$ cat config.mk
export PLATFORM = sky130hd
export DESIGN_NAME = vdp_sprite_hit_list_reader
export DESIGN_NICKNAME = d
export VERILOG_FILES = /design/src/rtl/vdp_sprite_hit_list_reader.sv
export SDC_FILE = /design/constraint.sdc
export NUM_CORES = 1
export LEC_CHECK = 0
export ABC_AREA = 1
export ABC_CLOCK_PERIOD_IN_PS = 2300
export BUFFER_PORTS_ARGS = -buffer_cell sky130_fd_sc_hd__buf_2
export CAP_MARGIN = 10
export CORE_MARGIN = 2
export CORE_UTILIZATION = 57
export DETAILED_ROUTE_END_ITERATION = 8
export PLACE_DENSITY = 0.79
export SYNTH_ARGS = -nofsm -noshare
export SYNTH_HDL_FRONTEND = slang
export SYNTH_SLANG_ARGS = --single-unit
export TNS_END_PERCENT = 10
$ cat constraint.sdc
create_clock -name clk -period 2.3 [get_ports clk]
set_input_delay 0.345 -clock clk [delete_from_list [all_inputs] [get_ports clk]]
set_output_delay 0.345 -clock clk [all_outputs]
set_load 0.02 [all_outputs]
$ cat src/rtl/vdp_sprite_hit_list_reader.sv
// Walks the sprite hit list RAM from address 0 and forwards each entry to the
// blitter as a valid/ready request until the terminator entry or the last address.
module vdp_sprite_hit_list_reader #(
    parameter int unsigned HIT_LIST_DEPTH = 256,
    parameter logic [7:0]  TERMINATOR_ID  = 8'hFF,
    localparam int unsigned ADDR_W  = 8,
    localparam int unsigned ID_W    = 8,
    localparam int unsigned Y_W     = 4,
    localparam int unsigned ENTRY_W = ID_W + Y_W + 1,
    localparam int unsigned CNT_W   = 9
) (
    input  logic               clk,
    input  logic               reset_n,
    input  logic               start,
    output logic [ADDR_W-1:0]  hit_list_read_address,
    output logic               hit_list_read_en,
    input  logic [ENTRY_W-1:0] hit_list_read_data,
    output logic               blit_valid,
    input  logic               blit_ready,
    output logic [ID_W-1:0]    blit_sprite_id,
    output logic [Y_W-1:0]     blit_y_intersect,
    output logic               blit_width_select,
    output logic               busy,
    output logic               done,
    output logic [CNT_W-1:0]   sprite_count
);

    localparam int unsigned PTR_W      = ADDR_W + 1;
    localparam int unsigned FIFO_DEPTH = 2;
    localparam int unsigned FCNT_W     = 2;
    localparam logic [PTR_W-1:0] LAST_ADDR = PTR_W'(HIT_LIST_DEPTH - 1);

    typedef enum logic [1:0] {
        IDLE  = 2'd0,
        FETCH = 2'd1,
        DRAIN = 2'd2
    } state_t;

    state_t state_q, state_d;

    logic [ADDR_W-1:0]                   read_addr_q, read_addr_d;
    logic                                read_en_q, read_en_d;
    logic                                rd_pending_q, rd_pending_d;
    logic [PTR_W-1:0]                    next_addr_q, next_addr_d;
    logic [FIFO_DEPTH-1:0][ENTRY_W-1:0]  fifo_q, fifo_d;
    logic [FCNT_W-1:0]                   fifo_cnt_q, fifo_cnt_d, cnt_mid;
    logic [ENTRY_W-1:0]                  blit_entry_q, blit_entry_d;
    logic                                blit_valid_q, blit_valid_d;
    logic [CNT_W-1:0]                    count_q, count_d;
    logic                                busy_q, busy_d;
    logic                                done_q, done_d;

    logic accept, term_hit, in_valid, slot_free, pop, push;
    logic issue, last_issue, finish;

    // Returned data is only meaningful the cycle after a read strobe that survived.
    assign accept    = blit_valid_q && blit_ready;
    assign term_hit  = rd_pending_q && (hit_list_read_data[ENTRY_W-1 -: ID_W] == TERMINATOR_ID);
    assign in_valid  = rd_pending_q && !term_hit;
    assign slot_free = !blit_valid_q || accept;
    assign pop       = slot_free && (fifo_cnt_q != '0);
    assign push      = in_valid && !(slot_free && (fifo_cnt_q == '0));

    // Credit check counts the read already on the bus; the output register is the third slot.
    assign issue = (state_q == FETCH) && !start && !term_hit &&
                   ((3'(fifo_cnt_d) + 3'(read_en_q)) < 3'd2);
    assign last_issue = start ? (LAST_ADDR == '0) : (issue && (next_addr_q == LAST_ADDR));
    assign finish = !start && ((state_q == DRAIN) || ((state_q == FETCH) && term_hit)) &&
                    !blit_valid_d && (fifo_cnt_d == '0) && !rd_pending_d;

    // State register
    always_ff @(posedge clk or negedge reset_n) begin
        if (!reset_n) begin
            state_q <= IDLE;
        end else begin
            state_q <= state_d;
        end
    end

    // Next-state logic; start always wins and restarts the walk
    always_comb begin
        state_d = state_q;
        unique case (state_q)
            IDLE: begin
                if (start) state_d = last_issue ? DRAIN : FETCH;
            end
            FETCH: begin
                if (start)                        state_d = last_issue ? DRAIN : FETCH;
                else if (finish)                  state_d = IDLE;
                else if (term_hit || last_issue)  state_d = DRAIN;
            end
            DRAIN: begin
                if (start)       state_d = last_issue ? DRAIN : FETCH;
                else if (finish) state_d = IDLE;
            end
            default: state_d = IDLE;
        endcase
    end

    // Output-register next values: read port, busy and done
    always_comb begin
        read_en_d    = 1'b0;
        read_addr_d  = read_addr_q;
        next_addr_d  = next_addr_q;
        rd_pending_d = read_en_q && !term_hit && !start;
        busy_d       = (state_d != IDLE);
        done_d       = finish;
        if (start) begin
            read_en_d   = 1'b1;
            read_addr_d = '0;
            next_addr_d = PTR_W'(1);
        end else if (issue) begin
            read_en_d   = 1'b1;
            read_addr_d = ADDR_W'(next_addr_q);
            next_addr_d = next_addr_q + PTR_W'(1);
        end
    end

    // Output register fed from the FIFO head, or straight from the RAM when the FIFO is empty
    always_comb begin
        fifo_d       = fifo_q;
        cnt_mid      = fifo_cnt_q;
        fifo_cnt_d   = fifo_cnt_q;
        blit_entry_d = blit_entry_q;
        blit_valid_d = blit_valid_q;
        count_d      = count_q + CNT_W'(accept);
        if (start) begin
            fifo_cnt_d   = '0;
            blit_valid_d = 1'b0;
            count_d      = '0;
        end else begin
            if (slot_free) begin
                if (pop) begin
                    blit_entry_d = fifo_q[0];
                    blit_valid_d = 1'b1;
                end else if (in_valid) begin
                    blit_entry_d = hit_list_read_data;
                    blit_valid_d = 1'b1;
                end else begin
                    blit_valid_d = 1'b0;
                end
            end
            if (pop) begin
                fifo_d[0] = fifo_q[1];
                cnt_mid   = fifo_cnt_q - FCNT_W'(1);
            end
            if (push) begin
                fifo_d[cnt_mid[0]] = hit_list_read_data;
            end
            fifo_cnt_d = cnt_mid + FCNT_W'(push);
        end
    end

    always_ff @(posedge clk or negedge reset_n) begin
        if (!reset_n) begin
            read_addr_q  <= '0;
            read_en_q    <= 1'b0;
            rd_pending_q <= 1'b0;
            next_addr_q  <= '0;
            fifo_q       <= '0;
            fifo_cnt_q   <= '0;
            blit_entry_q <= '0;
            blit_valid_q <= 1'b0;
            count_q      <= '0;
            busy_q       <= 1'b0;
            done_q       <= 1'b0;
        end else begin
            read_addr_q  <= read_addr_d;
            read_en_q    <= read_en_d;
            rd_pending_q <= rd_pending_d;
            next_addr_q  <= next_addr_d;
            fifo_q       <= fifo_d;
            fifo_cnt_q   <= fifo_cnt_d;
            blit_entry_q <= blit_entry_d;
            blit_valid_q <= blit_valid_d;
            count_q      <= count_d;
            busy_q       <= busy_d;
            done_q       <= done_d;
        end
    end

    assign hit_list_read_address = read_addr_q;
    assign hit_list_read_en      = read_en_q;
    assign blit_valid            = blit_valid_q;
    assign blit_sprite_id        = blit_entry_q[ENTRY_W-1 -: ID_W];
    assign blit_y_intersect      = blit_entry_q[Y_W:1];
    assign blit_width_select     = blit_entry_q[0];
    assign busy                  = busy_q;
    assign done                  = done_q;
    assign sprite_count          = count_q;

endmodule

# Word-level counts from Yosys, hierarchy flattened
# Cells that the tools add are included.
dict set report totals {
  reg_bits 74
  in_bits 17
}
dict set report classes {
  add_sub_neg 5
  order_cmp 3
  n_eq_ne 4
  n_mux 31
  bitwise 1
  n_reduce_logical 36
}
# operator count
set op_table {}
lappend op_table {{13-bit two-way mux} 6}
lappend op_table {{9-bit two-way mux} 3}
lappend op_table {{26-bit bitwise mux} 1}
lappend op_table {{2-bit two-way mux} 10}
lappend op_table {{1-bit logical AND} 18}
lappend op_table {{8-bit two-way mux} 2}
lappend op_table {{13-bit demux with 1-bit select} 1}
lappend op_table {{9-bit by 1-bit adder with 9-bit output} 1}
lappend op_table {{9-bit by 1-bit adder with 9-bit output (second input constant)} 1}
lappend op_table {{9-bit by 8-bit == test with 1-bit output (second input constant)} 1}
lappend op_table {{8-bit == test (second input constant)} 1}
lappend op_table {{2-bit nonzero test} 4}
lappend op_table {{1-bit two-way mux} 7}
lappend op_table {{1-bit zero test} 6}
lappend op_table {{2-bit zero test} 3}
lappend op_table {{2-bit case mux with 3 select lines} 1}
lappend op_table {{2-bit by 1-bit adder with 3-bit output} 1}
lappend op_table {{1-bit logical OR} 3}
lappend op_table {{3-bit by 2-bit < comparator with 1-bit output (second input constant)} 1}
lappend op_table {{3-bit AND reduction} 1}
lappend op_table {{2-bit by 1-bit adder with 2-bit output} 1}
lappend op_table {{2-bit by 1-bit == test with 1-bit output (second input constant)} 1}
lappend op_table {{2-bit == test (second input constant)} 1}
lappend op_table {{1-bit by 2-bit < comparator with 1-bit output (second input constant)} 1}
lappend op_table {{other kinds (4)} 4}

# Longest topological paths before layout
# Gate-level depths: netlist (run 1).
dict set report depth {
  word_depth 18
  mapped_depth 17
  depth_no_buf 17
}

# Least setup slack after synthesis (run 1)
# OpenSTA, ideal clock, no wires.
dict set report synth_timing {
  path_kind {reg2reg}
  from {register fifo_cnt_q[0]}
  to {register next_addr_q[2]}
  arrival_ps 1984
  required_time_ps 2177
  slack_ps 193
  stages_incl_launch_ff 16
  n_path_buf 1
  synth_period_minus_slack_ps 2107
  cell_sequence {dfrtp_1 inv_1 ha_1 inv_2 nor2_1 nor2_1 ha_1 inv_1 nor2_1 nand2_1 nand3_1 inv_1 nand2_4 buf_6 o21ai_0 a21oi_1}
}
dict set report synth_via {
  elab_chain_len 10
}
# element line
set synth_lines {}
lappend synth_lines {{from (decl)} 46} ;# logic [FCNT_W-1:0] fifo_cnt_q, fifo_cnt_d, cnt_mid;
lappend synth_lines {{from (signal assigned)} 173} ;# fifo_cnt_q <= fifo_cnt_d;
lappend synth_lines {{branches (longest 4 deep; another with 2-bit by 1-bit subtractor with 2-bit output)} n/a}
lappend synth_lines {{2-bit by 1-bit adder with 2-bit output *} 150} ;# fifo_cnt_d = cnt_mid + FCNT_W'(push);
lappend synth_lines {{2-bit two-way mux *} 127} ;# if (start) begin
lappend synth_lines {{via fifo_cnt_d[0]} 46}
lappend synth_lines {{2-bit by 1-bit adder with 3-bit output *} 66} ;# ((3'(fifo_cnt_d) + 3'(read_en_q)) < 3'd2);
lappend synth_lines {{3-bit by 2-bit < comparator with 1-bit output *} 66}
lappend synth_lines {{1-bit logical AND *} 65} ;# assign issue = (state_q == FETCH) && !start && !term_hit &&
lappend synth_lines {{2-bit nonzero test (no source line) *} n/a}
lappend synth_lines {{to (signal assigned)} 171} ;# next_addr_q <= next_addr_d;
lappend synth_lines {{to (decl)} 44} ;# logic [PTR_W-1:0] next_addr_q, next_addr_d;
# Mark *: on every way through the listed nets, which the timed path passes. The select of a mux whose other input is x is not followed.
# A chain may end at the register's enable or synchronous reset.

# Final worst setup path (run 1)
dict set report layout_timing {
  from {register fifo_cnt_q[0]}
  to {register next_addr_q[3]}
}
# The elaborated chain is that of the path after synthesis.

==> out/results.ini, run 1 <==
[timing]
slew_viol_final=0
min_period_ps=2202
hold_viol=0
rsz0062_at_grt=yes
setup_viol=0
tightest_slew_ps=641.0
worst_slack_ps=97.85
slew_headroom_pct=57.27
period_share_pct=95.75
max_freq_mhz=454.1
fin_skew_ps=10.69

[yosys]
synth_warnings=0
async_flop_share_pct=100.0
avgSynthCellArea_um2=8.338
synth.most_common_cell=nand2_1
syn_inst=438
synth_seq_area_share_pct=50.70
synthDominantCellAreaShare_pct=50.70
ys.flop_type=dfrtp_1
synth_top_area_cell=dfrtp_1
ys_types=30
syn_area_um2=3652
synthesis.nets=461
synth_seq_cells=74
synthTopCellsByArea=dfrtp_1, nand2_1, nand3_1
synth_edf_count=0
yosys-top-cells-count=nand2_1, dfrtp_1, inv_1

[cells_and_area]
fillers=511
finalNetCount=520
drive_above_1_share_pct=21.91
fin_cells=579
area_delta_synth_final_pct=16.79
diodes=0

[global_routing]
grt.overflow.total=0
grtUsageMet2_pct=37.95
grt_util_met3_pct=5.440
antenna_found_initial=0
grt_pass1_wl_um=13770
grt_max_degree=48
grt_usage_pct=24.17
grt_busiest_layer=met2
grt_pass1_vias=2971
grt_use_met1_pct=33.31

[routing]
vias_per_cell=5.399
num_vias=3126
drtIter0Drc=156
wl_per_cell_um=13.77
wirelength_um=7975
drc=0
ant_nets=0
drtPass1Iterations=4

[setup_path]
crit_required_ps=2550
crit_type=reg -> reg
crit_arrival_ps=2450
endpoint_kind=flop
start_kind=flop
cp_max_fo=8

[place]
numPortBuffers=50
pre_cts_slack_ps=18.51
placed_cells=556
place_hpwl_um=5330
gp_congestion=0.8670

[clock_network]
tritoncts=done
numCtsBuffers=9
clockBufferDepth=2
htreeDepth=3
cts.sinks=74
path_clk_slew_ps=80
clk_latency_ps=360
clockRootBuffer=clkbuf_8
hold_buffers=0

[floorplan]
coreArea_um2=6277
ios=51
die_y_um=84.05
floorplan.initialDensity_pct=58.18
die_w_um=84.05
dieArea_um2=7064
row_count=29

[worst_hold_path]
min_path_type=in -> async

[power]
powerDensity_nw_per_um2=1146
vdd_ir_drop_max_mv=0.6773
power_leakage_nw=2.178
finalPower_mw=4.889

[run]
drv_cap=0

[outcome]
outcome=finished clean

-- power by group --
part,leakage [nW],internal (mW),switching [mW]
Sequential,0.942,1.67,0.226
Clock,0.109,0.637,0.494
Combinational,1.13,0.752,1.11
Total,2.18,3.06,1.83
-- routing by layer --
layer  share of wire, %  vias to the layer above  wire, um
met3                6.1                        9       489
met4                1.6                        0       129
met2                 48                       94      3823
met1                 44                     1476      3532
li1                   -                     1547         -
met5                  0                        -         0
-- path summary, 6_finish.rpt --
kind                       slack, ps  cells after the start                          end                     from
max                              100                     15   next_addr_q[3]$_DFFE_PN0P_  fifo_cnt_q[0]$_DFF_PN0_
min                                9                      1  blit_entry_q[7]$_DFFE_PN0P_                  reset_n
max reg2reg                      100                     15   next_addr_q[3]$_DFFE_PN0P_  fifo_cnt_q[0]$_DFF_PN0_
min reg2reg                      500                      2       fifo_q[23]$_DFFE_PN0P_   fifo_q[23]$_DFFE_PN0P_
max in group asynchronous       1620                      2       fifo_q[14]$_DFFE_PN0P_                  reset_n
min in group clk                 250                      3  blit_entry_q[2]$_DFFE_PN0P_    hit_list_read_data[2]
-- cell type report --
type,instances,area [um2],area share [%]
clock buffers,11,141.4,3.315
clock inverters,5,77.57,1.819
inverters,51,191.4,4.488
multi-input cells,292,1485,34.82
flip-flops and latches,74,1852,43.41
well taps,77,96.34,2.259
repair buffers,69,421.7,9.886
-- sequential cells by signal, indices dropped and copies added, names as in the netlist --
signal                 cells
sprite_count               9
rd_pending_q               1
blit_valid                 1
fifo_cnt_q                 2
blit_entry_q              13
busy                       1
done                       1
hit_list_read_address      8
next_addr_q                9
fifo_q                    26
state_q                    2
hit_list_read_en           1
-- layout by cell type, fill, tap and decap left out --
master	netlist	final
dfrtp_1	74	74
o21ai_0	29	27
xor2_2	1	1
or2_2	1	1
nor2_4	1	1
a21oi_1	7	7
nand3_1	43	43
o21a_1	1	1
inv_1	48	46
nand3_2	2	2
clkbuf_1	5	1
nor2_1	34	32
nand2_1	98	98
ha_1	6	6
o21ai_1	30	32
nand4_1	3	3
a31oi_1	13	13
clkbuf_8	0	10
mux2_2	7	7
nand2_4	3	3
clkinvlp_4	0	1
buf_6	5	1
bufinv_16	0	2
buf_4	0	16
nor3_4	1	1
nor2_2	0	2
clkinv_2	0	2
o21ai_2	2	2
buf_2	10	50
nand2_2	1	1
buf_12	0	2
nor3_1	6	6
o22ai_1	1	1
and3_1	1	1
inv_2	3	5
nor3b_1	1	1
-- metrics by stage --
step / TNS (ps) / cell area, um2 / hold slack, ps / utilization, %
detailed placement: 0 / 3985 / 413.8 / 63.48
finish: 0 / 4265 / 8.722 / 67.95
global placement: 0 / 3985 / 407.9 / 63.48
global route: -166.9 / 4265 / 60.76 / 67.95
CTS: 0 / 4204 / 30.20 / 66.97
floorplan: 0 / 3652 / 49.41 / -
-- worst max-delay path, cell delays in order, from the launching register on --
cell	delay [ps]
dfrtp_1	360
inv_2	60
ha_1	200
inv_2	120
nand2_4	70
xor2_2	150
ha_1	310
inv_1	70
nor2_2	40
nand2_1	70
nand3_1	90
inv_2	90
nand2_4	90
inv_2	120
nand3_1	100
and3_1	160
-- timing repair --
action,in CTS,in global routing
hold endpoints to repair,0,0
endpoints found under the setup margin,0,18
resized for setup,0,7
setup buffers,0,7
-- kinds of logic (layout without fill, tap and decap cells) --
kind of cell | Yosys count | after routing | synth area share (%)
buf+inv | 72 | 136 | 8.770
flops | 74 | 74 | 50.70
fa+ha+maj | 6 | 6 | 2.055
compound gates | 83 | 83 | 12.13
simple gates | 195 | 195 | 23.74
xor+xnor | 1 | 1 | 0.4455
mux | 7 | 7 | 2.158
Power figures use the tool's default switching activity.
==> run 2, diff against run 1 <==
--- a/config.mk
+++ b/config.mk
@@ -6,13 +6,13 @@
 export NUM_CORES = 1
 export LEC_CHECK = 0
 export ABC_AREA = 1
-export ABC_CLOCK_PERIOD_IN_PS = 2300
+export ABC_CLOCK_PERIOD_IN_PS = 2690
 export BUFFER_PORTS_ARGS = -buffer_cell sky130_fd_sc_hd__buf_2
 export CAP_MARGIN = 10
 export CORE_MARGIN = 2
-export CORE_UTILIZATION = 57
+export CORE_UTILIZATION = 50
 export DETAILED_ROUTE_END_ITERATION = 8
-export PLACE_DENSITY = 0.79
+export PLACE_DENSITY = 0.71
 export SYNTH_ARGS = -nofsm -noshare
 export SYNTH_HDL_FRONTEND = slang
 export SYNTH_SLANG_ARGS = --single-unit
==> constraint.sdc (replaced) <==
create_clock -name clk -period 2.69 [get_ports clk]
set_input_delay 0.4035 -clock clk [delete_from_list [all_inputs] [get_ports clk]]
set_output_delay 0.4035 -clock clk [all_outputs]
set_load 0.02 [all_outputs]
==> run 2 against run 1 <==
Wire length is 4.6% lower. Critical path depth unchanged. Total power fell by 18%. Largest cell class unchanged.
==> out/results.ini, run 2 (synthesis gave the netlist of run 1 again) <==
[global_routing]
grt_pass1_wl_um=12870  ; -6.5%
grt_pass1_vias=2777  ; -6.5%
grt.overflow.total=0  ; unchanged
antenna_found_initial=0  ; unchanged
grt_max_degree=31  ; -35%
grt_usage_pct=21.03  ; -3.1 points

[outcome]
outcome=finished clean

[setup_path]
crit_arrival_ps=2610  ; +160 ps
crit_type=reg -> reg
start_kind=flop
endpoint_kind=flop
crit_required_ps=2910  ; +360 ps
rrSetupSlack_ps=300  ; +200 ps
cp_max_fo=23  ; +15

[cells_and_area]
layout_commonest_cell=nand2_1
fillers=669  ; +31%
utilization_pct=58.27  ; -9.7 points
top_register=fifo_q
drive_above_1_share_pct=19.55  ; -2.4 points
finalNetCount=510  ; -1.9%
largest_reg_flops=26  ; unchanged
design_area_um2=4182  ; -2.0%
top_regs=fifo_q x26, blit_entry_q x13
final_cell_mix=nand2_1, dfrtp_1, buf_2
area_delta_synth_final_pct=14.49
diodes=0  ; unchanged

[routing]
ant_nets=0  ; unchanged
drc=0  ; unchanged
vias_per_cell=5.063  ; -6.2%
num_vias=2987  ; -4.4%
wl_met3_um=286  ; -42%
wl_per_cell_um=12.89  ; -6.4%
route.met2.wl_um=3443  ; -9.9%
dr.max_layer_used=met4
wirelength_um=7608  ; -4.6%
drtPass1Iterations=4  ; unchanged
wl_met1_um=3751  ; +6.2%
drtIter0Drc=127  ; -19%

[timing]
slew_headroom_pct=63.65  ; +6.4 points
hold_viol=0  ; unchanged
min_period_ps=2393  ; +191.1 ps
setup_viol=0  ; unchanged
tns_ps=0  ; unchanged
slew_viol_final=0  ; unchanged
tightest_slew_ps=545.3  ; -95.75 ps
max_freq_mhz=417.8  ; -8.0%
fin_skew_ps=12.80  ; +2.111 ps
period_share_pct=88.97  ; -6.8 points
rsz0062_at_grt=no

[clock_network]
htreeDepth=3  ; unchanged
ctsResizeCount=0  ; unchanged
cts.sinks=74  ; unchanged
cts_setup_buffers=0  ; unchanged
clockRootBuffer=clkbuf_8
clk_latency_ps=340  ; -20 ps
clockBufferDepth=2  ; unchanged
path_clk_slew_ps=80  ; about the same
tritoncts=done
numCtsBuffers=9  ; unchanged
hold_buffers=0  ; unchanged

[floorplan]
die_w_um=89.47  ; +6.4%
dieArea_um2=8004  ; +13%
die_y_um=89.47  ; +6.4%
ios=51  ; unchanged
floorplan.initialDensity_pct=50.90  ; -7.3 points
coreArea_um2=7176  ; +14%
row_count=31  ; +6.9%

[power]
power_leakage_nw=2.125  ; -2.4%
vdd_ir_drop_max_mv=0.3753  ; -45%
powerDensity_nw_per_um2=954.2  ; -17%

[place]
gp_congestion=0.8696  ; +0.30%
place_area_um2=3965  ; -0.50%
place_hpwl_um=5362  ; +0.60%
numPortBuffers=50  ; unchanged

[worst_hold_path]
min_path_type=in -> async

[run]
drv_cap=0  ; unchanged

[run 2: cell types whose count changed in the layout (fill, tap and decap cells not counted)]
cell        change
buf_12          -2
buf_4           -7
buf_6           -1
clkbuf_1        -1
clkinv_4        +1
clkinvlp_4      -1
inv_1           +2
inv_2           -2
nor2_1          +2
nor2_2          -2
o21ai_0         +2
o21ai_1         -2
[run 2: stage by stage]
stage / setup slack, ps / instances / hold WS (ps) / power, mW
after floorplan: 582.7 / 438 / 107.9 / 2.724
after global placement: 261.3 / 575 / 410.0 / 3.027
after detailed placement: 212.4 / 575 / 417.1 / 3.084
after CTS: 281.8 / 590 / 45.32 / 4.031
after global routing: 28.35 / 590 / 80.60 / 4.310
final: 296.8 / 590 / 36.58 / 3.990
[run 2: per-layer routing]
metal / global-route usage, % / vias to the layer above
li1: - / 1522
met1: 30.05 / 1397
met2: 31.78 / 59
met3: 3.693 / 9
met4: 8.548 / 0
met5: 0 / -
[run 2: where the power goes]
| group | internal [mW] | switching [mW] |
|---|---|---|
| sequential | 1.43 | 0.189 |
| clock | 0.541 | 0.394 |
| combinational | 0.531 | 0.907 |
| total | 2.50 | 1.49 |
[run 2: worst paths after layout]
kind	from	end	cells past startpoint
worst max-delay path	fifo_cnt_q[0]$_DFF_PN0_	next_addr_q[0]$_DFFE_PN0P_	15
worst min-delay path	reset_n	blit_entry_q[7]$_DFFE_PN0P_	1
worst max register to register	fifo_cnt_q[0]$_DFF_PN0_	next_addr_q[0]$_DFFE_PN0P_	15
worst min register to register	fifo_q[14]$_DFFE_PN0P_	fifo_q[14]$_DFFE_PN0P_	2
max in group asynchronous	reset_n	busy$_DFF_PN0_	2
min in group clk	hit_list_read_data[0]	fifo_q[13]$_DFFE_PN0P_	3
[run 2: worst max-delay path: stages, from the launching register on]
cell     delay (ps)
dfrtp_1         360
inv_1           120
ha_1            170
inv_2            60
nor2_1          220
nor2_1          120
ha_1            310
inv_1            40
nor2_1          100
nand2_1          60
nand3_1          70
inv_1            80
nand2_4         210
nand2_2         140
o21ai_1         120
o21ai_0         100
[run 2: cell type report]
cell class              count  area [um2]  share of cell area [%]
inverters                  51       191.4                   4.578
well taps                  99       123.9                   2.962
clock buffers              10       137.6                   3.291
multi-input cells         292        1480                   35.40
flip-flops and latches     74        1852                   44.28
clock inverters             5       78.83                   1.885
repair buffers             59       317.8                   7.600
